==> config.mk <==
export PLATFORM = sky130hd
export DESIGN_NAME = fpcvt_rr_sched_flat
export DESIGN_NICKNAME = d
export VERILOG_FILES = /design/src/rtl/fpcvt_pkg.sv /design/src/rtl/fpcvt_rr_sched_if.sv /design/src/rtl/fpcvt_rr_sched_fpcvt.sv /design/src/rtl/fpcvt_rr_sched.sv /design/src/flat_wrapper.sv
export SDC_FILE = /design/constraint.sdc
export NUM_CORES = 1
export LEC_CHECK = 0
export ABC_CLOCK_PERIOD_IN_PS = 14940
export BUFFER_PORTS_ARGS = -buffer_cell sky130_fd_sc_hd__buf_2
export CORE_UTILIZATION = 50
export DETAILED_ROUTE_END_ITERATION = 7
export HOLD_SLACK_MARGIN = 0.02
export PLACE_DENSITY = 0.74
export SYNTH_ARGS = -nofsm -noshare
export SYNTH_HDL_FRONTEND = slang
export SYNTH_SLANG_ARGS = --single-unit
==> constraint.sdc <==
create_clock -name clk -period 14.94 [get_ports clk]
set_input_delay 2.241 -clock clk [delete_from_list [all_inputs] [get_ports clk]]
set_output_delay 2.241 -clock clk [all_outputs]
set_load 0.01 [all_outputs]
==> src/rtl/fpcvt_pkg.sv <==
// Shared constants, FSM state type and magnitude helper for the FPCVT scheduler slice.
package fpcvt_pkg;

    localparam int DW = 12;
    localparam int EW = 3;
    localparam int FW = 4;
    localparam int unsigned SAT_TH = 1984;

    typedef enum logic [1:0] {
        ST_IDLE,
        ST_CONV,
        ST_RESP
    } state_t;

    // |d| with the single unrepresentable negative value clamped to the largest positive one
    function automatic logic [DW-1:0] mag_of(input logic [DW-1:0] d);
        if (!d[DW-1])
            return d;
        else if (d == {1'b1, {(DW-1){1'b0}}})
            return {1'b0, {(DW-1){1'b1}}};
        else
            return -d;
    endfunction

endpackage

==> src/rtl/fpcvt_rr_sched_if.sv <==
// Request/response bundle between sample producers, the FPCVT scheduler and its consumer.
// sat_cnt exists only when FPCVT_SAT_CNT_EN is defined.
interface fpcvt_rr_sched_if #(
    parameter int NREQ = 4,
    parameter int IDW  = 2
);
    import fpcvt_pkg::*;

    logic [NREQ-1:0]    req;
    logic [NREQ*DW-1:0] din;
    logic [NREQ-1:0]    ack;
    logic               resp_valid;
    logic               resp_ready;
    logic [IDW-1:0]     resp_id;
    logic               S;
    logic [EW-1:0]      E;
    logic [FW-1:0]      F;
`ifdef FPCVT_SAT_CNT_EN
    logic [7:0]         sat_cnt;
`endif

`ifdef FPCVT_SAT_CNT_EN
    modport master (
        output req, din, resp_ready,
        input  ack, resp_valid, resp_id, S, E, F, sat_cnt
    );
    modport slave (
        input  req, din, resp_ready,
        output ack, resp_valid, resp_id, S, E, F, sat_cnt
    );
`else
    modport master (
        output req, din, resp_ready,
        input  ack, resp_valid, resp_id, S, E, F
    );
    modport slave (
        input  req, din, resp_ready,
        output ack, resp_valid, resp_id, S, E, F
    );
`endif

endinterface

==> src/rtl/fpcvt_rr_sched_fpcvt.sv <==
// FPCVT: 12-bit two's complement to sign / 3-bit exponent / 4-bit significand, round half-up.
module fpcvt
    import fpcvt_pkg::*;
(
    input  logic [DW-1:0] d,
    output logic          s,
    output logic [EW-1:0] e,
    output logic [FW-1:0] f
);

    logic [DW-1:0] mag;
    logic [DW-1:0] sh;
    logic [FW:0]   sum;
    int unsigned   hi;
    int unsigned   ex;

    always_comb begin
        mag = mag_of(d);
        s   = d[DW-1];
        hi  = 0;
        for (int unsigned k = 0; k < DW; k++) begin
            if (mag[k]) hi = k;
        end
        ex  = (hi > FW - 1) ? hi - (FW - 1) : 0;
        sh  = '0;
        sum = '0;
        e   = '0;
        f   = '0;
        if (ex == 0) begin
            f = mag[FW-1:0];
        end else begin
            // sh[FW:1] is the significand starting at the leading one, sh[0] the round bit
            sh  = mag >> (ex - 1);
            sum = {1'b0, sh[FW:1]} + {{FW{1'b0}}, sh[0]};
            if (!sum[FW]) begin
                e = EW'(ex);
                f = sum[FW-1:0];
            end else if (ex == (1 << EW) - 1) begin
                e = '1;
                f = '1;
            end else begin
                e = EW'(ex + 1);
                f = {1'b1, {(FW-1){1'b0}}};
            end
        end
    end

endmodule

==> src/rtl/fpcvt_rr_sched.sv <==
// Round-robin scheduler sharing one FPCVT converter among NREQ requesters.
// Optional saturation counter output enabled by defining FPCVT_SAT_CNT_EN.
module fpcvt_rr_sched
    import fpcvt_pkg::*;
#(
    parameter int NREQ = 4,
    parameter int IDW  = 2
) (
    input logic              clk,
    input logic              rst,
    fpcvt_rr_sched_if.slave  bus
);

    state_t          state_q, state_d;
    logic [IDW-1:0]  ptr_q, ptr_d;
    logic [IDW-1:0]  win_q, win_d;
    logic [IDW-1:0]  pick;
    logic [DW-1:0]   op_q, op_d;
    logic [NREQ-1:0] ack_q, ack_d;
    logic            valid_q, valid_d;
    logic [IDW-1:0]  id_q, id_d;
    logic            s_q, s_d;
    logic [EW-1:0]   e_q, e_d;
    logic [FW-1:0]   f_q, f_d;
    logic            cs;
    logic [EW-1:0]   ce;
    logic [FW-1:0]   cf;

    // First set request at or after the pointer, wrapping modulo NREQ
    function automatic logic [IDW-1:0] rr_pick(input logic [NREQ-1:0] r, input logic [IDW-1:0] p);
        logic [IDW-1:0] w;
        logic           found;
        w     = p;
        found = 1'b0;
        for (int unsigned k = 0; k < NREQ; k++) begin
            int unsigned j;
            j = k + p;
            if (j >= NREQ) j = j - NREQ;
            if (!found && r[j]) begin
                w     = IDW'(j);
                found = 1'b1;
            end
        end
        return w;
    endfunction

    fpcvt u_fpcvt (
        .d (op_q),
        .s (cs),
        .e (ce),
        .f (cf)
    );

    always_comb begin
        state_d = state_q;
        ptr_d   = ptr_q;
        win_d   = win_q;
        op_d    = op_q;
        ack_d   = '0;
        valid_d = valid_q;
        id_d    = id_q;
        s_d     = s_q;
        e_d     = e_q;
        f_d     = f_q;
        pick    = rr_pick(bus.req, ptr_q);
        case (state_q)
            ST_IDLE: begin
                if (|bus.req) begin
                    win_d   = pick;
                    op_d    = bus.din[DW*pick +: DW];
                    ack_d   = NREQ'(1) << pick;
                    state_d = ST_CONV;
                end
            end
            ST_CONV: begin
                id_d    = win_q;
                s_d     = cs;
                e_d     = ce;
                f_d     = cf;
                valid_d = 1'b1;
                state_d = ST_RESP;
            end
            ST_RESP: begin
                if (bus.resp_ready) begin
                    valid_d = 1'b0;
                    ptr_d   = (int'(win_q) == NREQ - 1) ? '0 : win_q + 1'b1;
                    state_d = ST_IDLE;
                end
            end
            default: state_d = ST_IDLE;
        endcase
    end

    always_ff @(posedge clk) begin
        if (rst) begin
            state_q <= ST_IDLE;
            ptr_q   <= '0;
            win_q   <= '0;
            op_q    <= '0;
            ack_q   <= '0;
            valid_q <= 1'b0;
            id_q    <= '0;
            s_q     <= 1'b0;
            e_q     <= '0;
            f_q     <= '0;
        end else begin
            state_q <= state_d;
            ptr_q   <= ptr_d;
            win_q   <= win_d;
            op_q    <= op_d;
            ack_q   <= ack_d;
            valid_q <= valid_d;
            id_q    <= id_d;
            s_q     <= s_d;
            e_q     <= e_d;
            f_q     <= f_d;
        end
    end

    assign bus.ack        = ack_q;
    assign bus.resp_valid = valid_q;
    assign bus.resp_id    = id_q;
    assign bus.S          = s_q;
    assign bus.E          = e_q;
    assign bus.F          = f_q;

`ifdef FPCVT_SAT_CNT_EN
    logic [7:0] sat_cnt_q;
    logic       sat_hit;

    assign sat_hit = (state_q == ST_CONV) && (mag_of(op_q) >= DW'(SAT_TH));

    always_ff @(posedge clk) begin
        if (rst)
            sat_cnt_q <= '0;
        else if (sat_hit && sat_cnt_q != '1)
            sat_cnt_q <= sat_cnt_q + 1'b1;
    end

    assign bus.sat_cnt = sat_cnt_q;
`endif

endmodule

==> src/flat_wrapper.sv <==
// flat-port wrapper written by rule: the top's interface ports become plain ports
module fpcvt_rr_sched_flat import fpcvt_pkg::*;
#(
    parameter int NREQ = 4,
    parameter int IDW  = 2
)
  (clk, rst, bus_req, bus_din, bus_resp_ready, bus_ack, bus_resp_valid, bus_resp_id, bus_S, bus_E, bus_F);
  fpcvt_rr_sched_if #(.NREQ(NREQ), .IDW(IDW)) bus_i ();
  input logic clk;
  input logic rst;
  input wire logic [$bits(bus_i.req)-1:0] bus_req;
  input wire logic [$bits(bus_i.din)-1:0] bus_din;
  input wire logic [$bits(bus_i.resp_ready)-1:0] bus_resp_ready;
  output wire logic [$bits(bus_i.ack)-1:0] bus_ack;
  output wire logic [$bits(bus_i.resp_valid)-1:0] bus_resp_valid;
  output wire logic [$bits(bus_i.resp_id)-1:0] bus_resp_id;
  output wire logic [$bits(bus_i.S)-1:0] bus_S;
  output wire logic [$bits(bus_i.E)-1:0] bus_E;
  output wire logic [$bits(bus_i.F)-1:0] bus_F;
  assign bus_i.req = bus_req;
  assign bus_i.din = bus_din;
  assign bus_i.resp_ready = bus_resp_ready;
  assign bus_ack = bus_i.ack;
  assign bus_resp_valid = bus_i.resp_valid;
  assign bus_resp_id = bus_i.resp_id;
  assign bus_S = bus_i.S;
  assign bus_E = bus_i.E;
  assign bus_F = bus_i.F;
  fpcvt_rr_sched #(.NREQ(NREQ), .IDW(IDW)) u_core (.clk(clk), .rst(rst), .bus(bus_i));
endmodule
# Word-level counts from Yosys, hierarchy flattened
# Cells that the tools add are included.
[totals] regBits=33 inputBits=55
[op_classes] n_addsub=13 multipliers=1 n_lt_le_gt_ge=9 n_eq_ne=7 shifts=3 muxes=45 bitwise=2 reduce_logical=15
[ops] op="32-bit two-way mux" n=15
[ops] op="32-bit by 3-bit < comparator with 1-bit output (second input constant)" n=4
[ops] op="32-bit by 3-bit greater-or-equal comparator with 1-bit output (second input constant)" n=3
[ops] op="32-bit by 3-bit subtractor with 32-bit output (second input constant)" n=3
[ops] op="48-bit by 7-bit indexed part select with 12-bit output" n=1
[ops] op="32-bit by 3-bit equality test with 1-bit output (second input constant)" n=1
[ops] op="32-bit by 2-bit greater-than comparator with 1-bit output (second input constant)" n=1
[ops] op="32-bit logical NOT" n=1
[ops] op="12-bit by 32-bit >> shifter with 5-bit output" n=1
[ops] op="32-bit by 1-bit subtractor with 32-bit output (second input constant)" n=1
[ops] op="32-bit by 2-bit subtractor with 32-bit output (second input constant)" n=1
[ops] op="12-bit two-way mux" n=2
[ops] op="2-bit two-way mux" n=7
[ops] op="12-bit equality test (second input constant)" n=1
[ops] op="3-bit two-way mux" n=4
[ops] op="12-bit negator" n=1
[ops] op="1-bit two-way mux" n=9
[ops] op="1-bit binary-select mux with 2-bit select" n=4
[ops] op="4-bit two-way mux" n=2
[ops] op="2-bit AND reduction" n=4
[ops] op="2-bit by 2-bit adder with 3-bit output (first input constant)" n=2
[ops] op="2-bit case mux with 3 select lines" n=1
[ops] op="4-bit by 1-bit adder with 5-bit output" n=1
[ops] op="2-bit by 1-bit equality test with 1-bit output (second input constant)" n=2
[ops] op="other kinds (18)" n=23

# Longest topological paths before layout
# Gate-level depths: netlist (run 1).
[logic_depth] depth_word=21 ltp_mapped=23 ltp_nobuf=23

# Modules after synthesis
# Synthesis (run 1) repeated with hierarchy kept, for this count alone.
[hier_totals] hier_cells=398 hier_area_um2=3151.8
[modules_own_cells] mod="fpcvt" n_inst=1 cells_each=236 area_per_inst_um2=1637.8 seq_area_each_um2=0.0
[modules_own_cells] mod="fpcvt_rr_sched" n_inst=1 cells_each=162 area_per_inst_um2=1514.0 seq_area_each_um2=660.6

# Least setup slack after synthesis (run 1)
# Ideal clock, no wire load.
[synth_timing] path_kind="register to register" from="reg u_core.op_q[0]" to="reg u_core.f_q[2] (netlist: u_core.bus.F[2])" setup_ps=116 t_arrival_ps=4814 t_required_ps=14824 path_slack_ps=10010 path_stages_with_launch=22 cell_sequence="dfxtp_1 inv_1 ha_1 nor4b_4 nand4_2 nand4b_1 or3_2 o22ai_4 inv_6 ha_1 nand2_1 ha_1 xnor2_1 buf_4 mux4_2 nor2_1 nor3_1 o22a_1 ha_1 ha_1 or2_2 a41o_1"
[synth_via] elab_chain_len=21
[synth_lines] element="start: declaration" line="fpcvt_rr_sched.sv:18" rtl="logic [DW-1:0] op_q, op_d;"
[synth_lines] element="start signal: assignment" line="fpcvt_rr_sched.sv:110" rtl="op_q <= op_d;"
[synth_lines] element="12-bit negator or 12-bit equality test (tied branches)" line="fpcvt_pkg.sv:22, fpcvt_pkg.sv:19"
[synth_lines] element="12-bit two-way mux" line="fpcvt_pkg.sv:19" rtl="else if (d == {1'b1, {(DW-1){1'b0}}})"
[synth_lines] element="12-bit two-way mux *" line="fpcvt_pkg.sv:17" rtl="if (!d[DW-1])"
[synth_lines] element="1-bit two-way mux" line="fpcvt_rr_sched_fpcvt.sv:22" rtl="if (mag[k]) hi = k;"
[synth_lines] element="32-bit two-way mux (10 in series)" line="fpcvt_rr_sched_fpcvt.sv:22"
[synth_lines] element="32-bit by 2-bit subtractor with 32-bit output or 32-bit by 2-bit greater-than comparator with 1-bit output (tied branches)" line="fpcvt_rr_sched_fpcvt.sv:24" rtl="ex = (hi > FW - 1) ? hi - (FW - 1) : 0;"
[synth_lines] element="32-bit two-way mux" line="fpcvt_rr_sched_fpcvt.sv:24"
[synth_lines] element="32-bit by 1-bit subtractor with 32-bit output" line="fpcvt_rr_sched_fpcvt.sv:33" rtl="sh = mag >> (ex - 1);"
[synth_lines] element="12-bit by 32-bit >> shifter with 5-bit output" line="fpcvt_rr_sched_fpcvt.sv:33"
[synth_lines] element="4-bit by 1-bit adder with 5-bit output" line="fpcvt_rr_sched_fpcvt.sv:34" rtl="sum = {1'b0, sh[FW:1]} + {{FW{1'b0}}, sh[0]};"
[synth_lines] element="4-bit two-way mux" line="fpcvt_rr_sched_fpcvt.sv:35" rtl="if (!sum[FW]) begin"
[synth_lines] element="4-bit two-way mux *" line="fpcvt_rr_sched_fpcvt.sv:29" rtl="if (ex == 0) begin"
[synth_lines] element="end signal: assignment" line="fpcvt_rr_sched.sv:105" rtl="f_q <= '0;"
[synth_lines] element="end signal: assignment" line="fpcvt_rr_sched.sv:116" rtl="f_q <= f_d;"
[synth_lines] element="end: declaration" line="fpcvt_rr_sched.sv:24" rtl="logic [FW-1:0] f_q, f_d;"
# Every way passes the cells marked *; elsewhere a longest branch is shown, timed or not.
# A chain may end at the register's enable or synchronous reset.

# Worst setup path after layout (run 1)
[layout_timing] from="reg u_core.op_q[11]" to="reg u_core.f_q[0] (netlist: u_core.bus.F[0])"
[layout_via] elab_chain_len=21
[layout_lines] element="12-bit equality test" line="fpcvt_pkg.sv:19"
[layout_lines] element="12-bit two-way mux" line="fpcvt_pkg.sv:19"
[layout_lines] element="12-bit two-way mux *" line="fpcvt_pkg.sv:17"
[layout_lines] element="1-bit two-way mux" line="fpcvt_rr_sched_fpcvt.sv:22"
[layout_lines] element="32-bit two-way mux (10 in series)" line="fpcvt_rr_sched_fpcvt.sv:22"
[layout_lines] element="32-bit by 2-bit subtractor with 32-bit output or 32-bit by 2-bit greater-than comparator with 1-bit output (tied branches)" line="fpcvt_rr_sched_fpcvt.sv:24"
[layout_lines] element="32-bit two-way mux" line="fpcvt_rr_sched_fpcvt.sv:24"
[layout_lines] element="32-bit by 1-bit subtractor with 32-bit output" line="fpcvt_rr_sched_fpcvt.sv:33"
[layout_lines] element="12-bit by 32-bit >> shifter with 5-bit output" line="fpcvt_rr_sched_fpcvt.sv:33"
[layout_lines] element="4-bit by 1-bit adder with 5-bit output" line="fpcvt_rr_sched_fpcvt.sv:34"
[layout_lines] element="4-bit two-way mux" line="fpcvt_rr_sched_fpcvt.sv:35"
[layout_lines] element="4-bit two-way mux *" line="fpcvt_rr_sched_fpcvt.sv:29"
# Marked as above.

==> summary.md, run 1 <==
### Status
* result of the run: finished clean

### Clock tree
* TritonCTS clock tree: done
* number of buffers inserted by hold repair at cts: 0
* Post-CTS Repair Setup Buffers: 0
* clock transition time at the flip-flop clock pins of the worst setup and hold paths: 90 ps
* post-cts resize count: 0
* htree depth: 2
* buffer levels on the longest clock path: 2
* Clk Tree Root Cell: sky130_fd_sc_hd__clkbuf_8
* number of CTS-inserted buffers: 5
* number of sinks on the clock net: 33
* clock latency at the later pin of the worst-skew pair: 300 ps

### Global route
* overall track demand over capacity in global routing: 27.33%
* pin count of the biggest net entering global routing: 31
* initial antenna violation count: 0
* number of global-route vias before repair: 2979
* wire length of the first global-routing pass: 14190 um
* overflow left after global routing: 0

### Worst setup path
* crit path kind: reg2reg
* kind of start point of the critical path: flop
* CP endpoint kind: flop
* required time worst endpoint: 15130 ps
* highest fanout seen on the critical path: 22
* data arrival at the endpoint of the critical path: 5850 ps

### Yosys
* cell area after synthesis: 0.003191 sq mm
* Synth async-reset ratio: 0%
* number of storage elements in the synthesis netlist: 33
* count of flip-flops with a built-in enable after synthesis: 0
* post-synthesis average cell area: 8.396 sq um
* sequential area share after synthesis: 20.71%
* dominant synthesized flop cell: sky130_fd_sc_hd__dfxtp_1
* gate count after technology mapping: 380
* distinct cell type count after synthesis: 82
* net count after synthesis: 444
* count of warnings emitted by yosys: 0

### Placement
* placed instance area: 0.003568 sq mm
* IO Port Bufs: 69
* pre-CTS setup slack: 9448 ps
* Inst Count DP: 505
* HPWL Detailed: 6571 um
* routability congestion estimate from global placement: 0.9955

### Floorplan
* number of rows created at floorplan: 28
* Die Height: 81.88 um
* number of top-level pins: 70
* DIE AREA: 0.006704 sq mm
* die span in x: 81.88 um
* starting density of the core: 52.95%
* CORE AREA: 0.006026 sq mm

### Finish
* Finished Cell Area: 0.003684 sq mm
* antenna diode count: 0
* Finished Core Util: 61.13%
* most common cell after layout, fill and taps aside: sky130_fd_sc_hd__buf_2
* share of layout cells above drive strength 1: 29.68%
* highest-count cells in the layout ignoring fill and taps: 69 x sky130_fd_sc_hd__buf_2, 58 x sky130_fd_sc_hd__nor2_1, 33 x sky130_fd_sc_hd__dfxtp_1
* nets@finish: 501
* filler-free cell count of the finished design: 513
* synthesis-to-layout area growth: 15.45%

### Routing
* routed len/inst: 16.73 um
* number of search-and-repair iterations in the first detailed-routing pass: 5
* via-per-instance ratio: 6.253
* Detail Route Antenna Nets: 0
* number of violations reported at the end of detailed-routing iteration 0: 377
* Routed WL: 8580 um
* number of DRC violations after detailed routing: 0
* DR vias: 3208

### Worst hold path
* Hold Path Class: reg2reg

### Timing
* maximum achievable frequency: 176.7 MHz
* Final Cycle Share: 37.88%
* final critical-path setup slack: 9281 ps
* final slew viol count: 0
* relative slew slack: 33.97%
* final hold violation count: 0
* Clock Skews: 13.83 ps
* Final setup violation count: 0
* Worst Hold Slack: 463.3 ps
* setup TNS: 0 ps
* time the worst path needs with I/O delays and setup: 5659 ps
* RSZ-0062 raised after global routing: false
* slew at the pin with the worst max-slew slack: 990.4 ps

### Power and ir drop
* worst vdd ir: 0.0001769 V
* Total Power Consumption: 718.2 uW
* leakage dissipation: 1.540 nW
* P per Cell Area: 195.0 mW/mm^2

### Job
* number of max-capacitance violations reported: 0

## power by group
group	internal, mW	switching, mW	total, mW
Clock	0.0499	0.0373	0.0872
Combinational	0.212	0.301	0.513
Sequential	0.0997	0.0182	0.118
## critical path: stages, from the launching register on
cell                       delay [ps]
sky130_fd_sc_hd__dfxtp_1          800
sky130_fd_sc_hd__inv_1            330
sky130_fd_sc_hd__a32oi_1          250
sky130_fd_sc_hd__nand3_1          210
sky130_fd_sc_hd__or3_2            500
sky130_fd_sc_hd__o22ai_4          210
sky130_fd_sc_hd__inv_6             80
sky130_fd_sc_hd__ha_1             310
sky130_fd_sc_hd__nand2_1          120
sky130_fd_sc_hd__ha_1             630
sky130_fd_sc_hd__inv_1            210
sky130_fd_sc_hd__o311ai_0         170
sky130_fd_sc_hd__o22ai_1          190
sky130_fd_sc_hd__a211oi_1         240
sky130_fd_sc_hd__ha_1             210
sky130_fd_sc_hd__ha_1             220
sky130_fd_sc_hd__nor4b_4          440
sky130_fd_sc_hd__mux2i_1          140
sky130_fd_sc_hd__a211oi_1         290
## state kept, by name (all words and copies together) (netlist names), 2 cells and up
name,count
u_core.bus.E,3
u_core.bus.F,4
u_core.bus.ack,4
u_core.bus.resp_id,2
u_core.op_q,12
u_core.ptr_q,2
u_core.state_q,2
u_core.win_q,2
## metal layers
metal / wire length (um) / global-route usage, % / vias to the layer above
met3: 540 / 4.000 / 16
met5: 0 / 0 / -
li1: - / - / 1547
met2: 4006 / 44.55 / 135
met4: 173 / 8.596 / 0
met1: 3859 / 36.87 / 1510
## cells in the mapped netlist, drive strengths merged, types with 9 or more instances
| cell | count | share of area (%) |
|---|---|---|
| buf | 11 | 2.4 |
| o21ai | 17 | 2.8 |
| a21oi | 24 | 3.9 |
| nor3 | 19 | 3.3 |
| nand2 | 29 | 3.6 |
| inv | 12 | 1.6 |
| clkbuf | 11 | 1.3 |
| mux4 | 14 | 9.9 |
| nor2 | 59 | 7.0 |
| ha | 9 | 3.5 |
| dfxtp | 33 | 21 |
| mux2i | 21 | 7.0 |
## logic make-up after synthesis
logic type               Yosys count  share of synthesized area (%)
flip-flops                        33                          20.71
XOR/XNOR                           7                          1.922
adder cells (fa/ha/maj)            9                          3.529
AND/OR/NAND/NOR                  165                          28.86
AO/OA/AOI/OAI                     95                          22.16
buffers and inverters             34                          5.255
multiplexers                      37                          17.57
## worst paths after layout
| kind | start | end | slack, ps | cells past startpoint |
|---|---|---|---|---|
| worst max register to register | u_core.op_q[11] | u_core.bus.F[0] | 9280 | 18 |
| worst max-delay path | u_core.op_q[11] | u_core.bus.F[0] | 9280 | 18 |
| worst min-delay path | u_core.bus.resp_id[1] | u_core.bus.resp_id[1] | 460 | 2 |
| worst min register to register | u_core.bus.resp_id[1] | u_core.bus.resp_id[1] | 460 | 2 |
## cell type report
cell class | instances | area [sq um]
Clock inverter | 3 | 46.29
Tap cell | 75 | 93.84
Inverter | 12 | 50.05
Sequential cell | 33 | 660.6
Timing Repair Buffer | 72 | 367.9
Multi-Input combinational cell | 313 | 2396
Clock buffer | 5 | 68.82
Fill cell | 544 | 2342
No activity file was read; power rests on OpenSTA's default activity.
==> run 2: changes to the inputs <==
Settings changed: ABC_CLOCK_PERIOD_IN_PS 14940 to 5600.
Clock period 14.94 ns to 5.6 ns, I/O delays scaled along.
==> summary.md, run 2 (synthesis results as in run 1) <==
### Timing
* time the worst path needs with I/O delays and setup: 5230 ps
* final hold violation count: 0
* setup TNS: 0 ps
* RSZ-0062 raised after global routing: false
* final critical-path setup slack: 370.2 ps
* relative slew slack: 35.30%
* Final setup violation count: 0
* Clock Skews: 7.313 ps
* final slew viol count: 0
* slew at the pin with the worst max-slew slack: 970.5 ps
* Final Cycle Share: 93.39%
* maximum achievable frequency: 191.2 MHz

### Clock tree
* number of buffers inserted by hold repair at cts: 0
* clock transition time at the flip-flop clock pins of the worst setup and hold paths: 70 ps
* TritonCTS clock tree: done
* Clk Tree Root Cell: sky130_fd_sc_hd__clkbuf_8
* number of CTS-inserted buffers: 5
* number of sinks on the clock net: 33
* buffer levels on the longest clock path: 2
* htree depth: 2
* clock latency at the later pin of the worst-skew pair: 270 ps

### Worst setup path
* data arrival at the endpoint of the critical path: 5410 ps
* kind of start point of the critical path: flop
* critical path, cell by cell: nor3_2 > a21o_1 > nand4b_1 > or3_2 > o22ai_4 > inv_6 > ha_1 > nand2_1 > ha_1 > inv_1 > o311ai_0 > o22ai_1 > a211oi_1 > ha_1 > ha_1 > nor4b_4 > buf_4 > mux2i_1 > a211oi_1
* slowest library cell on the worst path: sky130_fd_sc_hd__or3_2
* required time worst endpoint: 5780 ps
* crit path kind: reg2reg
* highest fanout seen on the critical path: 12
* CP delay by family, top: simple AND/OR/NAND/NOR gates
* largest stage delay on the critical path: 540 ps
* reg-to-reg slack, setup: 370 ps
* CP endpoint kind: flop
* most used cell, CP: sky130_fd_sc_hd__ha_1
* critical path buffer and inverter count: 3

### Finish
* highest-count cells in the layout ignoring fill and taps: 69 x sky130_fd_sc_hd__buf_2, 58 x sky130_fd_sc_hd__nor2_1, 30 x sky130_fd_sc_hd__dfxtp_1
* flip-flop count of the largest register after layout: 12
* largest reg by FF count: u_core.op_q
* share of layout cells above drive strength 1: 31.84%
* nets@finish: 510
* Finished Core Util: 62.00%
* antenna diode count: 0
* most common cell after layout, fill and taps aside: sky130_fd_sc_hd__buf_2
* synthesis-to-layout area growth: 17.10%

### Routing
* number of search-and-repair iterations in the first detailed-routing pass: 5
* DR vias: 3236
* Routed WL: 8515 um
* via-per-instance ratio: 6.211
* number of DRC violations after detailed routing: 0
* routed len/inst: 16.34 um
* number of violations reported at the end of detailed-routing iteration 0: 297
* Detail Route Antenna Nets: 0

### Global route
* overall track demand over capacity in global routing: 27.03%
* pin count of the biggest net entering global routing: 31
* overflow left after global routing: 0
* number of global-route vias before repair: 2948
* initial antenna violation count: 0
* wire length of the first global-routing pass: 14170 um

### Placement
* HPWL Detailed: 6555 um
* routability congestion estimate from global placement: 0.9274
* pre-CTS setup slack: 218.0 ps
* IO Port Bufs: 69

### Power and ir drop
* net switching power: 953.2 uW
* P per Cell Area: 515.1 mW/mm^2
* part of the power in registers: 16.1%
* worst vdd ir: 0.0004389 V
* P_int: 971.3 uW
* logic gate share of total power: 74.5%
* sw frac: 49.53%
* share of power burned in the clock network: 9.4%
* leakage dissipation: 1.581 nW

### Floorplan
* starting density of the core: 52.95%
* die span in x: 81.88 um
* DIE AREA: 0.006704 sq mm
* Die Height: 81.88 um
* number of rows created at floorplan: 28
* CORE AREA: 0.006026 sq mm
* number of top-level pins: 70

### Job
* number of max-capacitance violations reported: 0

### Status
* result of the run: finished clean

### Worst hold path
* Hold Path Class: reg2reg

## run 2: changes by cell type in the layout (fill, tap and decap cells not counted)
| cell | change |
|---|---|
| sky130_fd_sc_hd__ha_1 | -1 |
| sky130_fd_sc_hd__xnor2_1 | -1 |
| sky130_fd_sc_hd__dfxtp_1 | -3 |
| sky130_fd_sc_hd__clkbuf_8 | +1 |
| sky130_fd_sc_hd__dfxtp_2 | +3 |
| sky130_fd_sc_hd__bufinv_16 | -1 |
| sky130_fd_sc_hd__xnor2_2 | +1 |
| sky130_fd_sc_hd__ha_2 | +1 |
| sky130_fd_sc_hd__clkinvlp_4 | -1 |
| sky130_fd_sc_hd__clkbuf_1 | +1 |
| sky130_fd_sc_hd__clkinv_4 | -1 |
| sky130_fd_sc_hd__buf_4 | +9 |
## run 2: path summary, 6_finish.rpt
path	cells after the start	endpoint	startpoint
hold reg to reg	2	u_core.bus.resp_id[0]	u_core.bus.resp_id[0]
setup reg to reg	19	u_core.bus.F[1]	u_core.op_q[2]
setup / recovery	19	u_core.bus.F[1]	u_core.op_q[2]
hold / removal	2	u_core.bus.resp_id[0]	u_core.bus.resp_id[0]
## run 2: power groups by stage
| stage | sequential (mW) | clock [mW] | combinational [mW] |
|---|---|---|---|
| final | 0.311 | 0.180 | 1.43 |
| after detailed placement | 0.314 | 0 | 1.38 |
| after floorplan | 0.300 | 0 | 1.09 |
| after global routing | 0.316 | 0.194 | 1.57 |
| after global placement | 0.313 | 0 | 1.36 |
| after CTS | 0.309 | 0.185 | 1.39 |
## run 2: routing by layer
metal / global-route usage, % / vias up / share of wire (%)
met3: 4.222 / 12 / 8.7
met4: 7.193 / 0 / 1.2
met1: 36.59 / 1499 / 43
li1: - / 1558 / -
met5: 0 / - / 0
met2: 44.38 / 167 / 47
## run 2: final cells by class
type	instances	area (sq um)
Multi-Input combinational cell	313	2406
Timing Repair Buffer	81	435.4
Fill cell	565	2290
Sequential cell	33	664.4
Tap cell	75	93.84
Inverter	12	50.05
Clock buffer	7	86.33
## run 2: repair_timing
item	in CTS	in global routing
resized for setup	0	5
buffers inserted	0	3
setup endpoints to repair	0	6
## run 2: metrics by stage
step	cells	cell area, sq um	hold WS [ps]	total power, mW
2_1_floorplan	380	3191	448.2	1.389
3_3_place_gp	511	3613	446.2	1.675
3_5_place_dp	511	3613	458.2	1.693
4_1_cts	518	3700	469.1	1.883
5_1_grt	521	3736	490.0	2.076
6_report	521	3736	463.1	1.925
## run 2: worst min-delay path, delay by kind of cell, from the launching register on
family	cells	cell delay, ps
AO/OA/AOI/OAI	1	50
flip-flops	1	310
AND/OR/NAND/NOR	1	50
